===== src/rtl/stopwatch_pkg.sv =====
`default_nettype none
// ============================================================================
// Module   : stopwatch_pkg
// Purpose  : Shared state encoding and BCD limits for the stopwatch core.
// Revision : 1.0 - initial release
// ============================================================================
package stopwatch_pkg;

   typedef enum logic [1:0] {
      IDLE    = 2'd0,
      RUNNING = 2'd1,
      PAUSED  = 2'd2
   } sw_state_t;

   localparam int BCD_W        = 4;
   localparam int SEC_TENS_MAX = 5;
   localparam int MIN_TENS_MAX = 5;
   localparam int UNITS_MAX    = 9;

endpackage : stopwatch_pkg
`default_nettype wire


===== src/rtl/bcd_digit.sv =====
`default_nettype none
// ============================================================================
// Module   : bcd_digit
// Purpose  : One modulo-(MAX+1) BCD digit with same-cycle carry out.
// Revision : 1.0 - initial release
// ============================================================================
module bcd_digit
   import stopwatch_pkg::*;
#(
   parameter int MAX = 9
) (
   input  logic             clk,
   input  logic             rst,
   input  logic             clr,
   input  logic             en,
   output logic [BCD_W-1:0] q,
   output logic             carry
);

   logic [BCD_W-1:0] q_q;
   logic [BCD_W-1:0] q_d;

   // Wrapping on >= MAX keeps the digit inside its modulus whatever state it holds.
   always_comb begin
      q_d = q_q;
      if (clr) begin
         q_d = '0;
      end else if (en) begin
         q_d = (q_q >= BCD_W'(MAX)) ? '0 : q_q + 1'b1;
      end
   end

   always_ff @(posedge clk or posedge rst) begin
      if (rst) begin
         q_q <= '0;
      end else begin
         q_q <= q_d;
      end
   end

   assign q     = q_q;
   assign carry = en && (q_q == BCD_W'(MAX));

endmodule : bcd_digit
`default_nettype wire


===== src/rtl/stopwatch_counter.sv =====
`default_nettype none
// ============================================================================
// Module   : stopwatch_counter
// Purpose  : MM:SS BCD stopwatch with start/stop/clear control, 1 Hz enable.
// Revision : 1.0 - initial release
// ============================================================================
module stopwatch_counter
   import stopwatch_pkg::*;
#(
   parameter bit HOLD_AT_MAX = 1'b0
) (
   input  logic             clk,
   input  logic             rst,
   input  logic             tick,
   input  logic             start_stop,
   input  logic             clear,
   output logic [BCD_W-1:0] sec_ones,
   output logic [BCD_W-1:0] sec_tens,
   output logic [BCD_W-1:0] min_ones,
   output logic [BCD_W-1:0] min_tens,
   output logic             running,
   output logic             overflow
);

   sw_state_t        state_q, state_d;
   logic             running_q, running_d;
   logic             overflow_q, overflow_d;

   logic [3:0]       en;
   logic [3:0]       carry;
   logic [BCD_W-1:0] q [4];
   logic             count;
   logic             at_max;
   logic             wrap;

   assign count  = tick && (state_q == RUNNING);
   assign at_max = (q[3] == BCD_W'(MIN_TENS_MAX)) && (q[2] == BCD_W'(UNITS_MAX)) &&
                   (q[1] == BCD_W'(SEC_TENS_MAX)) && (q[0] == BCD_W'(UNITS_MAX));
   assign wrap   = count && at_max;

   // Holding at 59:59 is done by never enabling the first stage.
   assign en = {carry[2:0], count && !(HOLD_AT_MAX && at_max)};

   generate
      for (genvar i = 0; i < 4; i++) begin : g_digit
         localparam int DIGIT_MAX = (i == 1 || i == 3) ? SEC_TENS_MAX : UNITS_MAX;
         bcd_digit #(
            .MAX   (DIGIT_MAX)
         ) u_digit (
            .clk   (clk),
            .rst   (rst),
            .clr   (clear),
            .en    (en[i]),
            .q     (q[i]),
            .carry (carry[i])
         );
      end
   endgenerate

   always_comb begin
      state_d = state_q;
      if (clear) begin
         state_d = IDLE;
      end else if (start_stop) begin
         unique case (state_q)
            IDLE:    state_d = RUNNING;
            RUNNING: state_d = PAUSED;
            PAUSED:  state_d = RUNNING;
            default: state_d = IDLE;
         endcase
      end else if (HOLD_AT_MAX && wrap) begin
         state_d = PAUSED;
      end
      running_d  = (state_d == RUNNING);
      overflow_d = !clear && (HOLD_AT_MAX ? wrap : carry[3]);
   end

   always_ff @(posedge clk or posedge rst) begin
      if (rst) begin
         state_q    <= IDLE;
         running_q  <= 1'b0;
         overflow_q <= 1'b0;
      end else begin
         state_q    <= state_d;
         running_q  <= running_d;
         overflow_q <= overflow_d;
      end
   end

   assign sec_ones = q[0];
   assign sec_tens = q[1];
   assign min_ones = q[2];
   assign min_tens = q[3];
   assign running  = running_q;
   assign overflow = overflow_q;

endmodule : stopwatch_counter
`default_nettype wire

===== config.mk =====
export PLATFORM = sky130hd
export DESIGN_NAME = stopwatch_counter
export DESIGN_NICKNAME = d
export VERILOG_FILES = /design/src/rtl/stopwatch_pkg.sv /design/src/rtl/bcd_digit.sv /design/src/rtl/stopwatch_counter.sv
export SDC_FILE = /design/constraint.sdc
export NUM_CORES = 1
export LEC_CHECK = 0
export ABC_AREA = 0
export BUFFER_PORTS_ARGS = -buffer_cell sky130_fd_sc_hd__buf_2
export CAP_MARGIN = 10
export CORE_MARGIN = 4
export CORE_UTILIZATION = 45
export DETAILED_ROUTE_END_ITERATION = 10
export PLACE_DENSITY_LB_ADDON = 0.3
export SYNTH_ARGS = -nofsm -noshare
export SYNTH_HDL_FRONTEND = slang
export SYNTH_SLANG_ARGS = --single-unit

===== constraint.sdc =====
create_clock -name clk -period 2.9 [get_ports clk]
set_input_delay 0.29 -clock clk [delete_from_list [all_inputs] [get_ports clk]]
set_output_delay 0.29 -clock clk [all_outputs]
set_load 0.02 [all_outputs]

# [Yosys cells after proc, flatten, opt, wreduce, memory -nomap -nowiden]
# Cells that the tools add are included.
[word_totals] register_bits=20 input_bits=5 out_inout_bits=18
[classes] n_addsub=4 order_cmp=4 n_eq_ne=7 n_mux=15 reduce_logical=13
[op_table] op="2-to-1 mux 4 bit" count=12
[op_table] op="adder 4 x 1 -> 4 bit, second input constant" count=4
[op_table] op="== test 4 x 3 -> 1 bit, second input constant" count=2
[op_table] op="== test 4 bit, second input constant" count=2
[op_table] op="greater-or-equal comparator 4 x 3 -> 1 bit, second input constant" count=2
[op_table] op="greater-or-equal comparator 4 bit, second input constant" count=2
[op_table] op="nonzero test 2 bit" count=4
[op_table] op="logical AND 1 bit" count=6
[op_table] op="== test 2 x 1 -> 1 bit, second input constant" count=2
[op_table] op="2-to-1 mux 2 bit" count=2
[op_table] op="one-hot mux 2 bit (2 select lines)" count=1
[op_table] op="== test 2 bit, second input constant" count=1
[op_table] op="logical NOT 2 bit" count=1
[op_table] op="OR reduction 2 bit" count=1
[op_table] op="logical NOT 1 bit" count=1

# [Logic depth before layout (Yosys ltp)]
# Gate-level depths: netlist of run 1.
[depth] depth_word=7 ltp_mapped=7 mapped_depth_nobuf=6

# [Cells and area by module]
# A second synthesis of run 1 with hierarchy kept.
[unflattened] hier_cells=127 hier_area_um2=1300.0
[modules_own_cells] mod="bcd_digit at g_digit[1].u_digit ..." instances=2 cells_per_inst=27 area_each_um2=282.8
[modules_own_cells] mod="bcd_digit at g_digit[0].u_digit ..." instances=2 cells_per_inst=29 area_each_um2=281.5
[modules_own_cells] mod="stopwatch_counter" instances=1 cells_per_inst=15 area_each_um2=171.4

# [Worst setup path before layout of run 1]
# Ideal clock, no wire load.
[synth_timing] path_kind="flip-flop to flip-flop" startpoint="register g_digit[0].u_digit.q_q[1]" endpoint="register g_digit[0].u_digit.q_q[3]" arrival_time_ns=1.736 setup_slack_ns=1.081 stages_incl_launch_ff=7 n_path_buf=0 period_less_slack_ns=1.819 cell_sequence="dfrtp_1 inv_1 ha_1 or3b_1 a2111oi_2 a21oi_1 o22ai_1"
[synth_via] elab_chain_len=4
[synth_lines] item="from (decl)" line="bcd_digit.sv:20" source="logic [BCD_W-1:0] q_q;"
[synth_lines] item="from (signal assigned)" line="bcd_digit.sv:37" source="q_q <= q_d;"
[synth_lines] item="adder 4 x 1 -> 4 bit or greater-or-equal comparator 4 bit (tied branches)" line="bcd_digit.sv:29" source="q_d = (q_q >= BCD_W'(MAX)) ? '0 : q_q + 1'b1;"
[synth_lines] item="2-to-1 mux 4 bit *" line="bcd_digit.sv:29"
[synth_lines] item="2-to-1 mux 4 bit *" line="bcd_digit.sv:28" source="end else if (en) begin"
[synth_lines] item="2-to-1 mux 4 bit *" line="bcd_digit.sv:26" source="if (clr) begin"
# Mark *: on every way between the ends. The rest lies on a longest branch, timed or not. The select of a mux whose other input is x is not followed.
# A chain may end at the register's enable or synchronous reset.

# [Worst setup path after layout of run 1]
[layout_timing] startpoint="register g_digit[0].u_digit.q_q[0]" endpoint="register g_digit[0].u_digit.q_q[3]"
# The elaborated chain is that of the path after synthesis.

==> summary.md, run 1 <==
| Metric | Value |
|---|---|
| Status | `complete, no violations` |
| Setup-failing EPs final | `0` |
| Power Density | `358 nW/um^2` |
| Via count | `1021` |
| Port buffer count | `22` |
| Total setup buffers inserted after CTS | `0` |
| Global-route wire length before repair | `4.01 mm` |
| Hpwl dp | `1.79 mm` |
| Final period utilization | `65.8%` |
| Row cnt | `18` |
| 1st-iter DRT viols | `33` |
| Post-layout minimum cycle time | `1.91 ns` |
| CP Capture Type | `flip-flop` |
| Synthesis-to-finish area growth | `13.5%` |
| Area share of fa/ha/maj cells after synthesis | `12.3%` |
| Nets | `167` |
| Remaining DRCs | `0` |
| CTS sink cnt | `20` |
| Mapped Area | `1220 um^2` |
| Top cells by area, synth | `dfrtp_1 (41%), ha_1 (12%), inv_1 (4.0%), a21oi_1 (3.7%), nand2_1 (3.7%)` |
| Worst IR Drop VDD | `0.000336 V` |
| Htree depth | `1` |
| Synth Area in Compound Gates | `15.7%` |
| Fmax | `524 MHz` |
| Setup slack after layout | `0.992 ns` |
| Post-layout utilization of the core | `54.5%` |
| Worst Skew | `0.00285 ns` |
| Pre-CTS WS | `1.05 ns` |
| Pre-Repair DR Iteration Count | `4` |
| Seq/Total Area, Yosys | `40.9%` |
| Vias per std cell | `5.70` |
| Worst slew pin tran | `0.764 ns` |
| DR WL/cell | `13.5 um` |
| Average size of a mapped cell | `9.63 um^2` |
| Slew margin rel. | `49.0%` |
| Max stage delay on crit path | `0.47 ns` |
| Max Slew Vio Count | `0` |
| Leak | `0.688 nW` |
| Total CTS buffers | `3` |
| Post-synth top area cell | `dfrtp_1` |
| CTS root buf | `clkbuf_4` |
| HP Class | `input port to asynchronous set/reset pin` |
| WP data arrival | `2.14 ns` |
| Mapped Cells | `127` |
| CTS tree | `done` |
| Critical Path RT | `3.13 ns` |
| Final ANT Viol Nets | `0` |
| Post-synthesis register bit count | `20` |
| Hold buffers post-CTS | `0` |
| CP Buf/Inv Count | `0` |
| Vias in the first global route | `944` |
| Die height | `60.1 um` |
| Top Ports | `23` |
| GPL Wtd Cong | `0.907` |
| PostCTS Resize Cnt | `0` |
| Simple-gate share of the synthesized area | `22.3%` |
| Total gr overflow | `0` |
| Die Width | `60.1 um` |
| Synth Area in XOR/XNOR | `0.716%` |
| Hold Fails Final Rpt | `0` |
| Total power | `496 uW` |
| All-layer global routing usage | `14.7%` |
| Synth Net Count | `144` |
| CP delay by family, top | `compound AO/OA/AOI/OAI gates` |
| Largest family of logic cells by synthesized area | `simple AND/OR/NAND/NOR gates` |
| Antenna violations before repair | `0` |
| Yosys top cell area share | `40.9%` |
| RSZ-0062 raised after global routing | `false` |
| # diodes | `0` |
| Layout cells sized above 1 | `20.8%` |
| Crit-path slowest cell | `dfrtp_1` |
| Final hold slack | `0.100 ns` |
| Area of the core | `2540 um^2` |
| Critical path fanouts, max | `7` |
| Final WL | `2.42 mm` |
| Critical path startpoint category | `flip-flop` |
| Initial Util | `48.0%` |
| Synthesis Warnings | `0` |
| CP cell instances | `ha_1 -> or3b_1 -> a2111oi_2 -> a21oi_1 -> o22ai_1` |
| Final TNS setup | `0 ns` |
| Largest net degree at the start of global routing | `21` |
| Max_cap viols | `0` |
| Insertion delay to the later sink of the worst-skew pair | `0.30 ns` |
| CTS clk-pin slew, worst paths | `0.11 ns` |
| Die ar. | `3610 um^2` |
| CTS Buffer Depth | `2` |
| Yosys cell types | `35` |
| Crit Path Class | `flip-flop to flip-flop` |
| Mux share of post-synthesis cell area | `2.56%` |
-- final timing paths --
check / slack (ns) / end / start / cells past startpoint
setup reg to reg: 0.99 / g_digit[0].u_digit.q[3] / g_digit[0].u_digit.q[0] / 5
min in group clk: 0.29 / state_q[0] / start_stop / 3
max in group asynchronous: 2.32 / g_digit[2].u_digit.q[0] / rst / 2
hold reg to reg: 0.58 / g_digit[2].u_digit.q[1] / g_digit[2].u_digit.q[1] / 2
hold / removal: 0.10 / overflow / rst / 2
setup / recovery: 0.99 / g_digit[0].u_digit.q[3] / g_digit[0].u_digit.q[0] / 5
-- synth_stat cells --
cell	number
and3b_4	1
xnor2_1	1
buf_4	1
and4b_1	1
and3b_1	2
or4b_1	1
mux2_2	1
a221o_1	1
nand2_1	12
and2_1	1
nand3_1	7
mux2i_1	2
nor3_1	2
a41oi_1	2
nor4bb_1	1
a2111oi_2	1
clkbuf_1	3
ha_1	12
inv_1	13
a31oi_1	1
nand2b_1	3
and3b_2	1
a22o_1	1
nor2_1	6
nand3b_1	1
nor2b_1	2
dfrtp_1	20
nand4_4	1
nor4_1	1
a211oi_1	4
or3b_1	2
o22ai_1	2
a21oi_1	9
a2111o_1	1
o21ai_0	7
-- layout by cell type (no fill, tap or decap) --
master,n
a2111oi_2,1
mux2i_1,2
xnor2_1,1
clkbuf_4,3
clkbuf_8,1
nand3b_1,1
mux2_2,1
and4b_1,1
and2_1,1
a41oi_1,2
a31oi_1,1
and3b_1,2
nor3_1,2
a221o_1,1
nor4_1,1
o21ai_0,7
nand3_1,7
a22o_1,1
nor2_1,6
inv_1,13
a211oi_1,4
ha_1,12
a21oi_1,9
or4b_1,1
and3b_2,1
o22ai_1,2
nand4_4,1
a2111o_1,1
nand2b_1,3
nor2b_1,2
dfrtp_1,20
buf_2,22
or3b_1,2
nand2_1,12
nor4bb_1,1
and3b_4,1
-- registers in the layout (all words and copies together) (netlist names) --
signal	cells
g_digit.u_digit.q	16
state_q	2
overflow	1
running	1
-- logic make-up after synthesis --
kind of cell / count (synthesis)
AO/OA/AOI/OAI: 29
XOR/XNOR: 1
adder cells (fa/ha/maj): 12
buffers and inverters: 17
flip-flops: 20
multiplexers: 3
AND/OR/NAND/NOR: 45
-- per-layer routing --
metal	up-vias	share of wire (%)	track usage (%)
met5	-	0	0
met4	0	1.7	4.75
met3	6	5.4	3.89
met2	23	45	23.9
met1	500	47	18.8
li1	492	-	-
-- layout make-up --
class / instances / area [um^2]
clock buffers: 4 / 36.3
fillers: 246 / 1160
inverters: 13 / 48.8
multi-input cells: 90 / 654
flip-flops and latches: 20 / 500
well taps: 30 / 37.5
repair buffers: 22 / 110
-- through the flow --
stage	std cells	area (um^2)
after CTS	179	1390
after detailed placement	175	1350
after global routing	179	1390
final	179	1390
after floorplan	127	1220
after global placement	175	1350
-- report_power, final --
group	internal [mW]	switching, mW
combinational	0.0144	0.0295
clock	0.0767	0.0867
sequential	0.284	0.00515
Power figures use the tool's default switching activity.
==> run 2: changes to the inputs <==
clock period = 1.75 ns   (was 2.9 ns; I/O delays follow)
==> run 2 against run 1 <==
The run now ends with negative setup slack left; clock power is 67% higher; combinational power is 130% higher; routed wire length grew 20%; global-route usage grew 2.3 points; critical endpoint is now g_digit[0].u_digit.q[1]; largest cell class unchanged; largest power group unchanged.
==> summary.md, run 2 (synthesized netlist as in run 1, its figures left out) <==
| Metric | Value |
|---|---|
| Critical path fanouts, max | `3 (-4)` |
| Fmax | `569 MHz (+8.5%)` |
| Setup slack after layout | `-0.00816 ns (-1.00 ns)` |
| CP Capture Type | `flip-flop` |
| Worst slew pin tran | `0.407 ns (-0.357 ns)` |
| Remaining DRCs | `0 (unchanged)` |
| DR top layer | `met4` |
| # diodes | `0 (unchanged)` |
| Antenna violations before repair | `0 (unchanged)` |
| Max FFs per register | `16 (unchanged)` |
| Insertion delay to the later sink of the worst-skew pair | `0.30 ns (about the same)` |
| Pre-CTS WS | `-0.0578 ns (-1.11 ns)` |
| Reg2reg setup slack | `-0.008 ns (-1.00 ns)` |
| Setup-failing EPs final | `1 (+1)` |
| DR WL/cell | `14.8 um (+9.7%)` |
| Area of the core | `2540 um^2 (unchanged)` |
| Crit Path Class | `flip-flop to flip-flop` |
| Final period utilization | `100% (+35 points)` |
| Non-filler instance count after layout | `195 (+8.9%)` |
| Hpwl dp | `2.02 mm (+12%)` |
| CTS root buf | `clkbuf_4` |
| Global-route wire length before repair | `4.67 mm (+17%)` |
| Die ar. | `3610 um^2 (unchanged)` |
| CTS clk-pin slew, worst paths | `0.12 ns (about the same)` |
| Pre-Repair DR Iteration Count | `4 (unchanged)` |
| Top Ports | `23 (unchanged)` |
| Nets | `183 (+9.6%)` |
| Post-layout minimum cycle time | `1.76 ns (-0.150 ns)` |
| Htree depth | `1 (unchanged)` |
| Cell total after placement | `183 (+4.6%)` |
| Slew margin rel. | `72.9% (+24 points)` |
| Reg area | `508 um^2 (+1.5%)` |
| Met2 WL | `1.50 mm (+36%)` |
| RSZ-0062 raised after global routing | `true` |
| Filler instances | `218 (-11%)` |
| Synthesis-to-finish area growth | `29.8%` |
| GPL Wtd Cong | `0.855 (-5.8%)` |
| Most common cell after layout, fill and taps aside | `buf_2` |
| Die height | `60.1 um (unchanged)` |
| Final ANT Viol Nets | `0 (unchanged)` |
| Max_cap viols | `0 (unchanged)` |
| Total power | `855 uW (+72%)` |
| HP Class | `input port to flip-flop` |
| Row cnt | `18 (unchanged)` |
| Max Slew Vio Count | `0 (unchanged)` |
| WP data arrival | `2.00 ns (-0.14 ns)` |
| Die Width | `60.1 um (unchanged)` |
| Met3 wire length | `139 um (+6.1%)` |
| Failing checks | `negative setup slack` |
| Leak | `0.760 nW (+10%)` |
| CTS sink cnt | `20 (unchanged)` |
| Critical Path RT | `1.99 ns (-1.14 ns)` |
| Port buffer count | `22 (unchanged)` |
| Status | `finished with violations` |
| Critical path startpoint category | `flip-flop` |
| Commonest non-fill, non-tap cells in the layout | `buf_2 (22), buf_4 (15), dfrtp_1 (14)` |
| Largest net degree at the start of global routing | `21 (unchanged)` |
| Routed length on met1 | `1.22 mm (+6.0%)` |
| Via count | `1116 (+9.3%)` |
| All-layer global routing usage | `16.9% (+2.3 points)` |
| Vias per std cell | `5.72 (+0.34%)` |
| Layout cells sized above 1 | `40.0% (+19 points)` |
| CTS Buffer Depth | `2 (unchanged)` |
| Vias in the first global route | `1108 (+17%)` |
| Initial Util | `48.0% (unchanged)` |
| Multi-input gate area | `723 um^2 (+11%)` |
| Final WL | `2.90 mm (+20%)` |
| Total gr overflow | `0 (unchanged)` |
| Hold Fails Final Rpt | `0 (unchanged)` |
| Total CTS buffers | `3 (unchanged)` |
| Worst IR Drop VDD | `0.000434 V (+29%)` |
| Power Density | `539 nW/um^2 (+51%)` |
| Worst Skew | `0.00260 ns (-0.000255 ns)` |
| CTS tree | `done` |
| 1st-iter DRT viols | `45 (+36%)` |
==> run 2: cell types whose count changed in the layout (fill, tap and decap cells not counted), moves of 2 or more <==
cell,previous run,this run
a21oi_1,9,7
a21oi_2,0,2
buf_4,0,15
dfrtp_1,20,14
dfrtp_2,0,6
ha_1,12,10
inv_1,13,10
inv_2,0,3
==> run 2: where the power goes <==
group          switching [mW]  internal [mW]
combinational          0.0598         0.0426
clock                   0.146          0.127
sequential            0.00890          0.471
total                   0.215          0.640
==> run 2: layer usage <==
metal | track usage (%) | vias up
li1 | - | 526
met1 | 20.5 | 557
met2 | 29.9 | 29
met3 | 2.81 | 4
met4 | 6.01 | 0
met5 | 0 | -
==> run 2: repair_timing <==
action                                  4_1_cts  5_1_grt
hold endpoints to repair                     20        0
hold buffers                                  1        0
endpoints found under the setup margin        4        9
gates cloned                                  0        0
gates resized for setup                       5       12
setup buffers                                 3        4
pin swaps                                     1        9
==> run 2: cell type report <==
class                           count  share of cell area, %
Clock buffer                        4                   2.29
Inverter                           13                   3.08
Multi-Input combinational cell     90                   45.6
Sequential cell                    20                   32.0
Tap cell                           30                   2.37
Timing Repair Buffer               38                   14.7
==> run 2: worst paths after layout <==
kind | end | depth (start not counted) | from
setup / recovery | g_digit[0].u_digit.q[1] | 5 | g_digit[0].u_digit.q[0]
hold / removal | state_q[0] | 3 | start_stop
setup reg to reg | g_digit[0].u_digit.q[1] | 5 | g_digit[0].u_digit.q[0]
hold reg to reg | g_digit[2].u_digit.q[0] | 1 | g_digit[2].u_digit.q[0]
max in group asynchronous | g_digit[1].u_digit.q[0] | 4 | rst
min in group asynchronous | g_digit[2].u_digit.q[3] | 4 | rst
==> run 2: through the flow <==
stage                TNS, ns  util, %  instance area (um^2)  hold slack, ns
finish              -0.00816     62.3                  1590           0.191
CTS                        0     59.5                  1510           0.181
floorplan                  0        -                  1230           0.138
detailed placement   -0.0890     55.8                  1420           0.217
global placement           0     55.8                  1420           0.217
global route          -0.151     62.3                  1590           0.196
==> run 2: critical path, cell delays in order, from the launching register on <==
cell	delay [ns]
dfrtp_2	0.46
ha_4	0.17
or3b_4	0.42
a2111oi_4	0.37
buf_4	0.16
a22o_1	0.12
==> run 3: changes to the inputs <==
CORE_UTILIZATION = 40   (was 45)
CTS_CLUSTER_SIZE = 10   (was default)
==> run 3 against run 2 <==
Largest cell class unchanged; critical path type unchanged; the flow now finishes without violations; non-clock buffer count decreased by 3; cell area fell by 1.0%; sequential power hardly changed.
==> summary.md, run 3 (synthesized netlist as in run 1, its figures left out) <==
| Metric | Value |
|---|---|
| Status | `complete, no violations` |
| Max_cap viols | `0 (unchanged)` |
| Critical Path RT | `1.99 ns (about the same)` |
| Port buffer count | `22 (unchanged)` |
| Final ANT Viol Nets | `0 (unchanged)` |
| Post-layout utilization of the core | `55.5% (-6.8 points)` |
| DR WL/cell | `13.9 um (-6.2%)` |
| Filler instances | `263 (+21%)` |
| Worst Skew | `0.00882 ns (+0.00622 ns)` |
| RSZ-0062 raised after global routing | `true` |
| Vias per std cell | `5.41 (-5.5%)` |
| Commonest non-fill, non-tap cells in the layout | `buf_2 (22), dfrtp_1 (14), nand2_1 (12), buf_4 (12), inv_1 (11)` |
| DP Area | `1440 um^2 (+1.1%)` |
| CTS Buffer Depth | `2 (unchanged)` |
| CTS clk-pin slew, worst paths | `0.12 ns (about the same)` |
| Pre-CTS WS | `-0.0356 ns (+0.0222 ns)` |
| Pint | `741 uW (+16%)` |
| Initial Util | `43.2% (-4.8 points)` |
| HP Class | `input port to flip-flop` |
| # diodes | `0 (unchanged)` |
| Via count | `1044 (-6.5%)` |
| Multi-input gate area | `712 um^2 (-1.6%)` |
| Clk pwr share | `39.9% (+8.0 points)` |
| Worst slew pin tran | `0.398 ns (-0.00874 ns)` |
| Row cnt | `19 (+1)` |
| Die ar. | `4000 um^2 (+11%)` |
| WP data arrival | `1.97 ns (-0.03 ns)` |
| Vias in the first global route | `1034 (-6.7%)` |
| Final period utilization | `98.8% (-1.7 points)` |
| Total gr overflow | `0 (unchanged)` |
| Hpwl dp | `2.02 mm (+0.37%)` |
| Setup slack after layout | `0.0213 ns (+0.0294 ns)` |
| 1st-iter DRT viols | `28 (-38%)` |
| Max Slew Vio Count | `0 (unchanged)` |
| Layout cells sized above 1 | `38.9% (-1.1 points)` |
| Leak | `0.752 nW (-0.98%)` |
| Max FFs per register | `16 (unchanged)` |
| Die Width | `63.3 um (+5.3%)` |
| Total power | `954 uW (+12%)` |
| Total CTS buffers | `3 (unchanged)` |
| Htree depth | `1 (unchanged)` |
| Die height | `63.3 um (+5.3%)` |
| Remaining DRCs | `0 (unchanged)` |
| Final hold slack | `0.163 ns (-0.0278 ns)` |
| Comb pwr share | `10.0% (-2.0 points)` |
| Hold Fails Final Rpt | `0 (unchanged)` |
| CTS root buf | `clkbuf_4` |
| Insertion delay to the later sink of the worst-skew pair | `0.31 ns (about the same)` |
| Switching pwr | `213 uW (-0.59%)` |
| Most common cell after layout, fill and taps aside | `buf_2` |
| GPL Wtd Cong | `0.835 (-2.3%)` |
| Largest net degree at the start of global routing | `19 (-9.5%)` |
| Nets | `180 (-1.6%)` |
| Synthesis-to-finish area growth | `28.5%` |
| CTS tree | `done` |
| Global-route wire length before repair | `4.55 mm (-2.5%)` |
| CP Capture Type | `flip-flop` |
| Fmax | `578 MHz (+1.7%)` |
| Antenna violations before repair | `0 (unchanged)` |
| All-layer global routing usage | `14.1% (-2.9 points)` |
| Final WL | `2.69 mm (-7.2%)` |
| Pre-Repair DR Iteration Count | `4 (unchanged)` |
| Critical path fanouts, max | `3 (unchanged)` |
| Sw Ratio | `22.4% (-2.8 points)` |
| Critical path startpoint category | `flip-flop` |
| Post-layout minimum cycle time | `1.73 ns (-0.0294 ns)` |
| Top Ports | `23 (unchanged)` |
| Power Density | `608 nW/um^2 (+13%)` |
| Slew margin rel. | `73.5% (+0.58 points)` |
| CTS sink cnt | `20 (unchanged)` |
| Setup-failing EPs final | `0 (-1)` |
| Sequential share of power | `50.1% (-6.0 points)` |
| Worst IR Drop VDD | `0.000413 V (-4.8%)` |
| Area of the core | `2830 um^2 (+11%)` |
| Design area | `1570 um^2 (-1.0%)` |
| Reg2reg setup slack | `0.02 ns (+0.03 ns)` |
| Reg area | `508 um^2 (unchanged)` |
| Crit Path Class | `flip-flop to flip-flop` |
==> run 3: changes by cell type in the layout (fill, tap and decap cells not counted), sizes merged <==
cell,change
buf,-3
bufinv,+1
clkbuf,-1
==> run 3: what timing repair did <==
item,4_1_cts,5_1_grt
endpoints found under the hold margin,8,0
setup buffers,0,2
pin swaps,1,9
endpoints found under the setup margin,1,12
hold buffers,1,0
gates resized for setup,2,12
==> run 3: final timing paths <==
kind / from / to / cells past startpoint
min reg2reg: g_digit[2].u_digit.q[0] / g_digit[2].u_digit.q[0] / 1
max: g_digit[0].u_digit.q[0] / g_digit[0].u_digit.q[3] / 5
min in group asynchronous: rst / g_digit[0].u_digit.q[1] / 3
max in group asynchronous: rst / g_digit[1].u_digit.q[1] / 4
max reg2reg: g_digit[0].u_digit.q[0] / g_digit[0].u_digit.q[3] / 5
min: start_stop / state_q[0] / 3
==> run 3: cell type report <==
type                       count  share of cell area, %
clock buffer                   3                   1.43
clock inverter                 1                   1.91
inverter                      13                   3.11
multi-input combinational     90                   45.3
sequential                    20                   32.4
tap                           31                   2.47
timing repair buffer          35                   13.4
==> run 3: stage by stage <==
stage	TNS (ns)	cells
after floorplan	0	127
after global placement	-0.0142	186
after detailed placement	-0.0356	186
after CTS	0	191
after global routing	-0.191	193
final	0	193
==> run 3: per-layer routing <==
metal | global-route usage, % | up-vias | wire length [um]
met5 | 0 | - | 0
met1 | 16.4 | 497 | 1170
met2 | 24.9 | 23 | 1340
met4 | 2.96 | 0 | 19
li1 | - | 522 | -
met3 | 4.80 | 2 | 151
==> run 3: critical path, cell delays in order (launching register included) <==
cell,delay (ns)
dfrtp_2,0.44
ha_2,0.20
or3b_4,0.40
a2111oi_4,0.39
a21oi_1,0.12
o22ai_1,0.12
==> run 3: power groups by stage <==
stage	clock network [mW]	registers [mW]	logic, mW
2_1_floorplan	0	0.493	0.0474
3_3_place_gp	0	0.486	0.0819
3_5_place_dp	0	0.486	0.0836
4_1_cts	0.384	0.478	0.0907
5_1_grt	0.403	0.480	0.106
6_report	0.381	0.478	0.0952
